**config.mk**
```make
export PLATFORM = sky130hd
export DESIGN_NAME = dac_frame_serializer
export DESIGN_NICKNAME = d
export VERILOG_FILES = /design/src/rtl/dac_frame_serializer.sv
export SDC_FILE = /design/constraint.sdc
export NUM_CORES = 1
export LEC_CHECK = 0
export ABC_CLOCK_PERIOD_IN_PS = 1800
export CAP_MARGIN = 20
export CORE_MARGIN = 2
export CORE_UTILIZATION = 35
export CTS_CLUSTER_DIAMETER = 200
export DETAILED_ROUTE_END_ITERATION = 10
export GPL_TIMING_DRIVEN = 0
export PLACE_DENSITY = 0.65
export SLEW_MARGIN = 20
export SYNTH_ARGS = -nofsm -noshare
export SYNTH_HDL_FRONTEND = slang
export SYNTH_SLANG_ARGS = --single-unit
export TNS_END_PERCENT = 10
```
**constraint.sdc**
```tcl
create_clock -name clk -period 1.8 [get_ports clk]
set_input_delay 0.27 -clock clk [delete_from_list [all_inputs] [get_ports clk]]
set_output_delay 0.27 -clock clk [all_outputs]
set_load 0.05 [all_outputs]
```
**src/rtl/dac_frame_serializer.sv**
```systemverilog
// Dual-lane serializer feeding the DAC-code loader: one marker bit, then W bits LSB first per lane.
// Optional 8-bit completed-frame counter output enabled by DAC_SER_FRAME_CNT_EN.
module dac_frame_serializer #(
   parameter int W   = 8,
   parameter int GAP = 2
) (
   input  logic         clk,
   input  logic         rst,
   input  logic         tx_valid,
   output logic         tx_ready,
   input  logic [W-1:0] tx_data,
   input  logic [W-1:0] tx_conver,
   output logic         sd_data,
   output logic         sd_conver,
   output logic         busy,
   output logic         frame_done
`ifdef DAC_SER_FRAME_CNT_EN
   ,
   output logic [7:0]   frame_cnt
`endif
);

   localparam int CW = (W > 1) ? $clog2(W) : 1;
   localparam logic [CW-1:0] BIT_LAST = CW'(W - 1);
   localparam logic [3:0]    GAP_LAST = (GAP > 0) ? 4'(GAP - 1) : 4'd0;

   typedef enum logic [1:0] {S_IDLE, S_MARK, S_DATA, S_GAP} state_t;

   state_t          r_state;
   logic [W-1:0]    r_shA;
   logic [W-1:0]    r_shB;
   logic [CW-1:0]   r_bitCnt;
   logic [3:0]      r_gapCnt;
   logic            r_sdA;
   logic            r_sdB;
   logic            r_ready;
   logic            r_busy;
   logic            r_done;
`ifdef DAC_SER_FRAME_CNT_EN
   logic [7:0]      r_frameCnt;
`endif

   // Lanes stay low outside a frame so the loader never sees a stray marker.
   always_ff @(posedge clk or posedge rst) begin
      if (rst) begin
         r_state  <= S_IDLE;
         r_shA    <= '0;
         r_shB    <= '0;
         r_bitCnt <= '0;
         r_gapCnt <= '0;
         r_sdA    <= 1'b0;
         r_sdB    <= 1'b0;
         r_ready  <= 1'b1;
         r_busy   <= 1'b0;
         r_done   <= 1'b0;
`ifdef DAC_SER_FRAME_CNT_EN
         r_frameCnt <= '0;
`endif
      end else begin
         r_done <= 1'b0;
         case (r_state)
            S_IDLE: begin
               if (tx_valid) begin
                  r_shA   <= tx_data;
                  r_shB   <= tx_conver;
                  r_sdA   <= 1'b1;
                  r_sdB   <= 1'b1;
                  r_ready <= 1'b0;
                  r_busy  <= 1'b1;
                  r_state <= S_MARK;
               end
            end
            S_MARK: begin
               r_sdA    <= r_shA[0];
               r_sdB    <= r_shB[0];
               r_shA    <= r_shA >> 1;
               r_shB    <= r_shB >> 1;
               r_bitCnt <= '0;
               r_state  <= S_DATA;
            end
            S_DATA: begin
               if (r_bitCnt == BIT_LAST) begin
                  r_sdA    <= 1'b0;
                  r_sdB    <= 1'b0;
                  r_done   <= 1'b1;
                  r_gapCnt <= '0;
`ifdef DAC_SER_FRAME_CNT_EN
                  r_frameCnt <= r_frameCnt + 8'd1;
`endif
                  if (GAP == 0) begin
                     r_state <= S_IDLE;
                     r_ready <= 1'b1;
                     r_busy  <= 1'b0;
                  end else begin
                     r_state <= S_GAP;
                  end
               end else begin
                  r_sdA    <= r_shA[0];
                  r_sdB    <= r_shB[0];
                  r_shA    <= r_shA >> 1;
                  r_shB    <= r_shB >> 1;
                  r_bitCnt <= r_bitCnt + 1'b1;
               end
            end
            S_GAP: begin
               if (r_gapCnt == GAP_LAST) begin
                  r_state <= S_IDLE;
                  r_ready <= 1'b1;
                  r_busy  <= 1'b0;
               end else begin
                  r_gapCnt <= r_gapCnt + 4'd1;
               end
            end
            default: begin
               r_state <= S_IDLE;
               r_sdA   <= 1'b0;
               r_sdB   <= 1'b0;
               r_ready <= 1'b1;
               r_busy  <= 1'b0;
            end
         endcase
      end
   end

   assign tx_ready   = r_ready;
   assign sd_data    = r_sdA;
   assign sd_conver  = r_sdB;
   assign busy       = r_busy;
   assign frame_done = r_done;
`ifdef DAC_SER_FRAME_CNT_EN
   assign frame_cnt  = r_frameCnt;
`endif

endmodule
```
* Word level (Yosys, flattened, before mapping)
Index checks and enable logic that the tools add are counted.
** Word-level totals
- Register bits :: 30
- Input port bits :: 19
- Output and inout port bits :: 5
- Word-level logic and storage cells :: 60
** Cells by class
- Add/sub/neg operators :: 2
- Eq/ne operators :: 10
- Multiplexer cells :: 27
- Reduce and logical (&&, ||, !) cells :: 11
** Operator list (number)
- $pmux W8 S3 :: 2
- $mux W8 :: 4
- $reduce_and A3 Y1 :: 4
- $ne A2 B2 Y1 const B :: 5
- $mux W1 :: 8
- $mux W4 :: 2
- $pmux W2 S4 :: 1
- $pmux W4 S2 :: 1
- $mux W2 :: 3
- $pmux W1 S3 :: 2
- $pmux W3 S2 :: 1
- $reduce_bool A2 Y1 :: 3
- $add A4 B1 Y4 const B :: 1
- $eq A2 B2 Y1 const B :: 2
- $eq A4 B1 Y1 const B :: 1
- $pmux W1 S2 :: 2
- $reduce_and A2 Y1 :: 2
- $add A3 B1 Y3 const B :: 1
- $eq A3 B3 Y1 const B :: 1
- $mux W3 :: 1
- $reduce_bool A3 Y1 :: 1
- $eq A2 B1 Y1 const B :: 1
- $logic_not A2 Y1 :: 1

* Logic depth before layout (Yosys ltp)
- Word-level depth :: 3
- Gate-level depth with buffers :: 7
- Mapped depth without buffers :: 5

* Worst setup path after synthesis
OpenSTA, ideal clock, no wires.
- Path kind :: reg-to-reg
- Start point :: register r_bitCnt[0]
- End point :: register r_shA[1]
- Setup time :: 0.125 ns
- Arrival time :: 1.787 ns
- Setup slack :: -0.112 ns
- Cell stages (with the launch flop) :: 7
- Buffers on the path :: 1
- Cells stage by stage :: dfrtp_1 > ha_1 > ha_1 > and2_4 > nor3_4 > buf_12 > mux2_4
** Between the ends
- Longest elaborated chain between the ends :: 3
** RTL lines
- start: declaration :: line 32 : logic [CW-1:0] r_bitCnt;
- start signal: assignment :: line 102 : r_bitCnt <= r_bitCnt + 1'b1;
- $eq A3 B3 Y1 :: line 82 : if (r_bitCnt == BIT_LAST) begin
- $ne A2 B2 Y1 (no line)
- $reduce_and A3 Y1 (no line)
- end signal: assignment :: line 64 : r_shA <= tx_data;
- end signal: assignment :: line 76 : r_shA <= r_shA >> 1;
- end signal: assignment :: line 100 : r_shA <= r_shA >> 1;
- end: declaration :: line 30 : logic [W-1:0] r_shA;
Every way passes these cells.
A chain may end at the register's enable or synchronous reset.

* Worst setup path in the final report
- Start point :: register r_state[0]
- End point :: register r_shB[1]
** Between the ends
- Longest elaborated chain between the ends :: 3
- Elaborated cells between the ends (all ways) :: 8
- Classes of those cells :: eq/ne (4); mux (1); reduce/logical (3)
** RTL lines
- start: declaration :: line 29 : state_t r_state;
- start signal: assignment :: line 46 : r_state <= S_IDLE;
- start signal: assignment :: line 70 : r_state <= S_MARK;
- start signal: assignment :: line 79 : r_state <= S_DATA;
- $eq A2 B2 Y1, or another cell as far along :: line 61 : case (r_state)
- $ne A2 B2 Y1 (no line) / $reduce_bool A3 Y1 (equally long branches)
- $reduce_and A3 Y1 (no line)
- end signal: assignment :: line 65 : r_shB <= tx_conver;
- end signal: assignment :: line 77 : r_shB <= r_shB >> 1;
- end signal: assignment :: line 101 : r_shB <= r_shB >> 1;
- end: declaration :: line 31 : logic [W-1:0] r_shB;
Parallel ways exist; a longest one is shown, timed or not.

==> flow_metrics.py <==
metrics = {
    "place": {
        "port_buffers": 23,
        "gp_congestion": 0.743,
        "dp_hpwl_mm": 2.35,
    },
    "global_routing": {
        "global_route.usage.total_pct": 13.5,
        "grt_pass1_vias": 1307,
        "grt_antenna_before_repair": 0,
        "maximum_number_of_pins_on_one_net_before_global_route_repair": 31,
        "grt_overflow": 0,
        "global_route_wire_length_before_repair_mm": 5.74,
    },
    "critical_path": {
        "required_time_at_the_worst_slack_endpoint_ns": 1.97,
        "critical_path.startpoint_type": "flop",
        "endpoint_kind": "flop",
        "worstPathMaxFanout": 5,
        "worst-setup-path-type": "flop to flop",
        "worstPathArrival_ns": 1.97,
    },
    "finish": {
        "antennaDiodeCount": 0,
        "final_common_cell": "sky130_fd_sc_hd__dfrtp_1",
        "n_fill_cell": 424,
        "layout_common_cells": "28 x sky130_fd_sc_hd__dfrtp_1, 22 x sky130_fd_sc_hd__clkdlybuf4s50_1, 16 x sky130_fd_sc_hd__mux2_4",
        "drive_above_1_share_pct": 36.4,
        "layout-area-overhead-vs-synth_pct": 34.3,
        "design.final.nets": 205,
    },
    "route": {
        "drc": 0,
        "routed_wl_mm": 3.40,
        "vias": 1186,
        "wl_met1_mm": 1.45,
        "firstDrtPassIters": 4,
        "wl_per_cell_um": 14.8,
        "maxUsedRoutingLayer": "met4",
        "first_iter_violations": 61,
        "drt.antenna.violating_nets": 0,
        "drt-vias-per-instance": 5.16,
        "detailed_routed_wire_length_on_met2_mm": 1.80,
        "routed-wl-met3_um": 121,
    },
    "sta": {
        "hold_ws_ns": 0.392,
        "fin_setup_tns_ns": -0.00591,
        "finalHoldViolCount": 0,
        "worst_clock_skew_ns": 0.00468,
        "grt_setup_unrepaired": "yes",
        "post-route-min-period_ns": 1.80,
        "relative_slew_margins_pct": 57.6,
        "maxSlewViolCount": 0,
        "setup_violations": 4,
        "timing_worst_slew_pin_value_ns": 0.636,
        "fmax_mhz": 555,
        "final.period_utilization_pct": 100,
        "layout_setup_ws_ns": -0.00251,
    },
    "die": {
        "dieArea_um2": 5390,
        "die_w_um": 73.4,
        "placeableCoreArea_um2": 4690,
        "placementRows": 25,
        "initial_utilization_pct": 36.0,
        "ioPinCount": 24,
        "fp.dieH_um": 73.4,
    },
    "synth": {
        "netlist_area_um2": 1690,
        "postSynthNetCount": 166,
        "dominantRegCellSynth": "sky130_fd_sc_hd__dfrtp_1",
        "part_of_the_yosys_area_used_for_sequential_elements_pct": 44.6,
        "ys.warnings.count": 0,
        "synth-async-reset-ratio_pct": 100,
        "synth_top_area_cell": "sky130_fd_sc_hd__dfrtp_1",
        "synth.ff_latch_count": 30,
        "post_synth_main_area_contributors": "sky130_fd_sc_hd__dfrtp_1 43%, sky130_fd_sc_hd__mux2_2 13%, sky130_fd_sc_hd__mux2_4 8.9%, sky130_fd_sc_hd__ha_1 7.4%, sky130_fd_sc_hd__o21ai_0 2.4%",
        "synth_edf_count": 0,
        "synth.top_cell.area_share_pct": 43.0,
        "syn_inst": 137,
        "yosysUniqueCellTypes": 37,
        "syn_area_per_cell_um2": 12.3,
    },
    "clocking": {
        "post_cts_hold_buffer_count": 0,
        "cts_tree": "yes",
        "clk_pin_slew_worst_paths_ns": 0.07,
        "clk_root_buffer_cell": "sky130_fd_sc_hd__clkbuf_8",
        "clkLatencyLatePin_ns": 0.28,
        "clock-sinks": 30,
        "number_of_buffers_created_by_cts": 5,
        "cts_max_level": 2,
        "clockBufferDepth": 2,
    },
    "outcome": {
        "failed_checks": "setup timing",
        "outcome": "complete, but fails checks",
    },
    "job": {
        "drv.max_cap_violation_count": 0,
    },
    "pwr": {
        "total_leakage_power_nw": 1.00,
        "power.density_cell_area_nw_per_um2": 2100,
        "peakVddDrop_v": 0.000926,
    },
    "min_path": {
        "hold_path_class": "input pin to async pin",
    },
}
[kinds of logic (layout without fill, tap and decap cells)]
logic type / count (synthesis) / after routing / share of synthesized area, %
buf+inv: 11 / 50 / 4.00
xor+xnor: 1 / 1 / 0.519
compound gates: 26 / 26 / 10.0
flops: 30 / 30 / 44.6
mux: 33 / 33 / 24.1
simple gates: 26 / 26 / 9.42
fa+ha+maj: 10 / 10 / 7.41
[routing by layer]
layer  GRT usage, %  up-vias
li1               -      569
met1           16.0      590
met2           24.1       24
met3           3.70        3
met4           3.43        0
met5              0        -
[worst max-delay path, cell delays in order (launching register included)]
cell                        delay [ns]
sky130_fd_sc_hd__dfrtp_1          0.42
sky130_fd_sc_hd__inv_2            0.09
sky130_fd_sc_hd__ha_4             0.16
sky130_fd_sc_hd__and2b_2          0.22
sky130_fd_sc_hd__nor3_4           0.21
sky130_fd_sc_hd__buf_12           0.15
sky130_fd_sc_hd__clkbuf_16        0.14
sky130_fd_sc_hd__mux2_4           0.29
[cells in the mapped netlist (3+ instances only)]
master and count:
sky130_fd_sc_hd__inv_1 6, sky130_fd_sc_hd__mux2_4 10, sky130_fd_sc_hd__nor2b_1 6, sky130_fd_sc_hd__nor2_1 3, sky130_fd_sc_hd__nand2_1 6, sky130_fd_sc_hd__a21oi_1 6, sky130_fd_sc_hd__dfrtp_1 29, sky130_fd_sc_hd__mux2_2 20
sky130_fd_sc_hd__o21ai_0 8, sky130_fd_sc_hd__nand3_1 3, sky130_fd_sc_hd__ha_1 10
[worst paths after layout]
check | startpoint | endpoint | slack, ns | depth (start not counted)
max reg2reg | r_state[0] | r_shB[1] | -0.003 | 7
max | r_state[0] | r_shB[1] | -0.003 | 7
min in group clk | r_shA[3] | r_shA[3] | 0.51 | 1
max in group asynchronous | rst | r_gapCnt[1] | 0.95 | 2
min | rst | r_gapCnt[3] | 0.39 | 2
min reg2reg | r_shA[3] | r_shA[3] | 0.51 | 1
[timing repair]
item / 4_1_cts / 5_1_grt
setup buffers: 2 / 7
gates resized for setup: 6 / 17
endpoints found under the setup margin: 18 / 20
gates cloned: 0 / 1
pin swaps: 2 / 3
[power by group]
group	total, W	internal (W)	switching, W
Clock	0.000514	0.000259	0.000255
Sequential	0.00126	0.00102	0.000240
Combinational	0.00298	0.00176	0.00122
[area by class of cell]
class / instances / area (um^2) / area share, %
multi-input cells: 96 / 942 / 41.6
flip-flops and latches: 30 / 753 / 33.2
repair buffers: 33 / 349 / 15.4
clock buffers: 5 / 68.8 / 3.04
well taps: 54 / 67.6 / 2.98
plain buffers: 4 / 53.8 / 2.37
inverters: 6 / 22.5 / 0.993
clock inverters: 2 / 10.0 / 0.442
[metrics by stage]
step	util (%)	area, um^2	worst slack (ns)	std cells	total power (W)
3_3_place_gp	42.6	2000	-0.299	214	0.00359
3_5_place_dp	42.6	2000	-0.330	214	0.00369
4_1_cts	45.2	2120	-0.0592	223	0.00432
2_1_floorplan	-	1700	0.00248	137	0.00319
6_report	48.3	2270	-0.00251	230	0.00476
5_1_grt	48.3	2270	-0.0853	230	0.00509
[flip-flops by register name (all words and copies together) (netlist names)]
name / flops
busy: 1
frame_done: 1
r_bitCnt: 3
r_gapCnt: 4
r_shA: 8
r_shB: 8
r_state: 2
sd_conver: 1
sd_data: 1
tx_ready: 1
(Power assumes the default switching activity.)
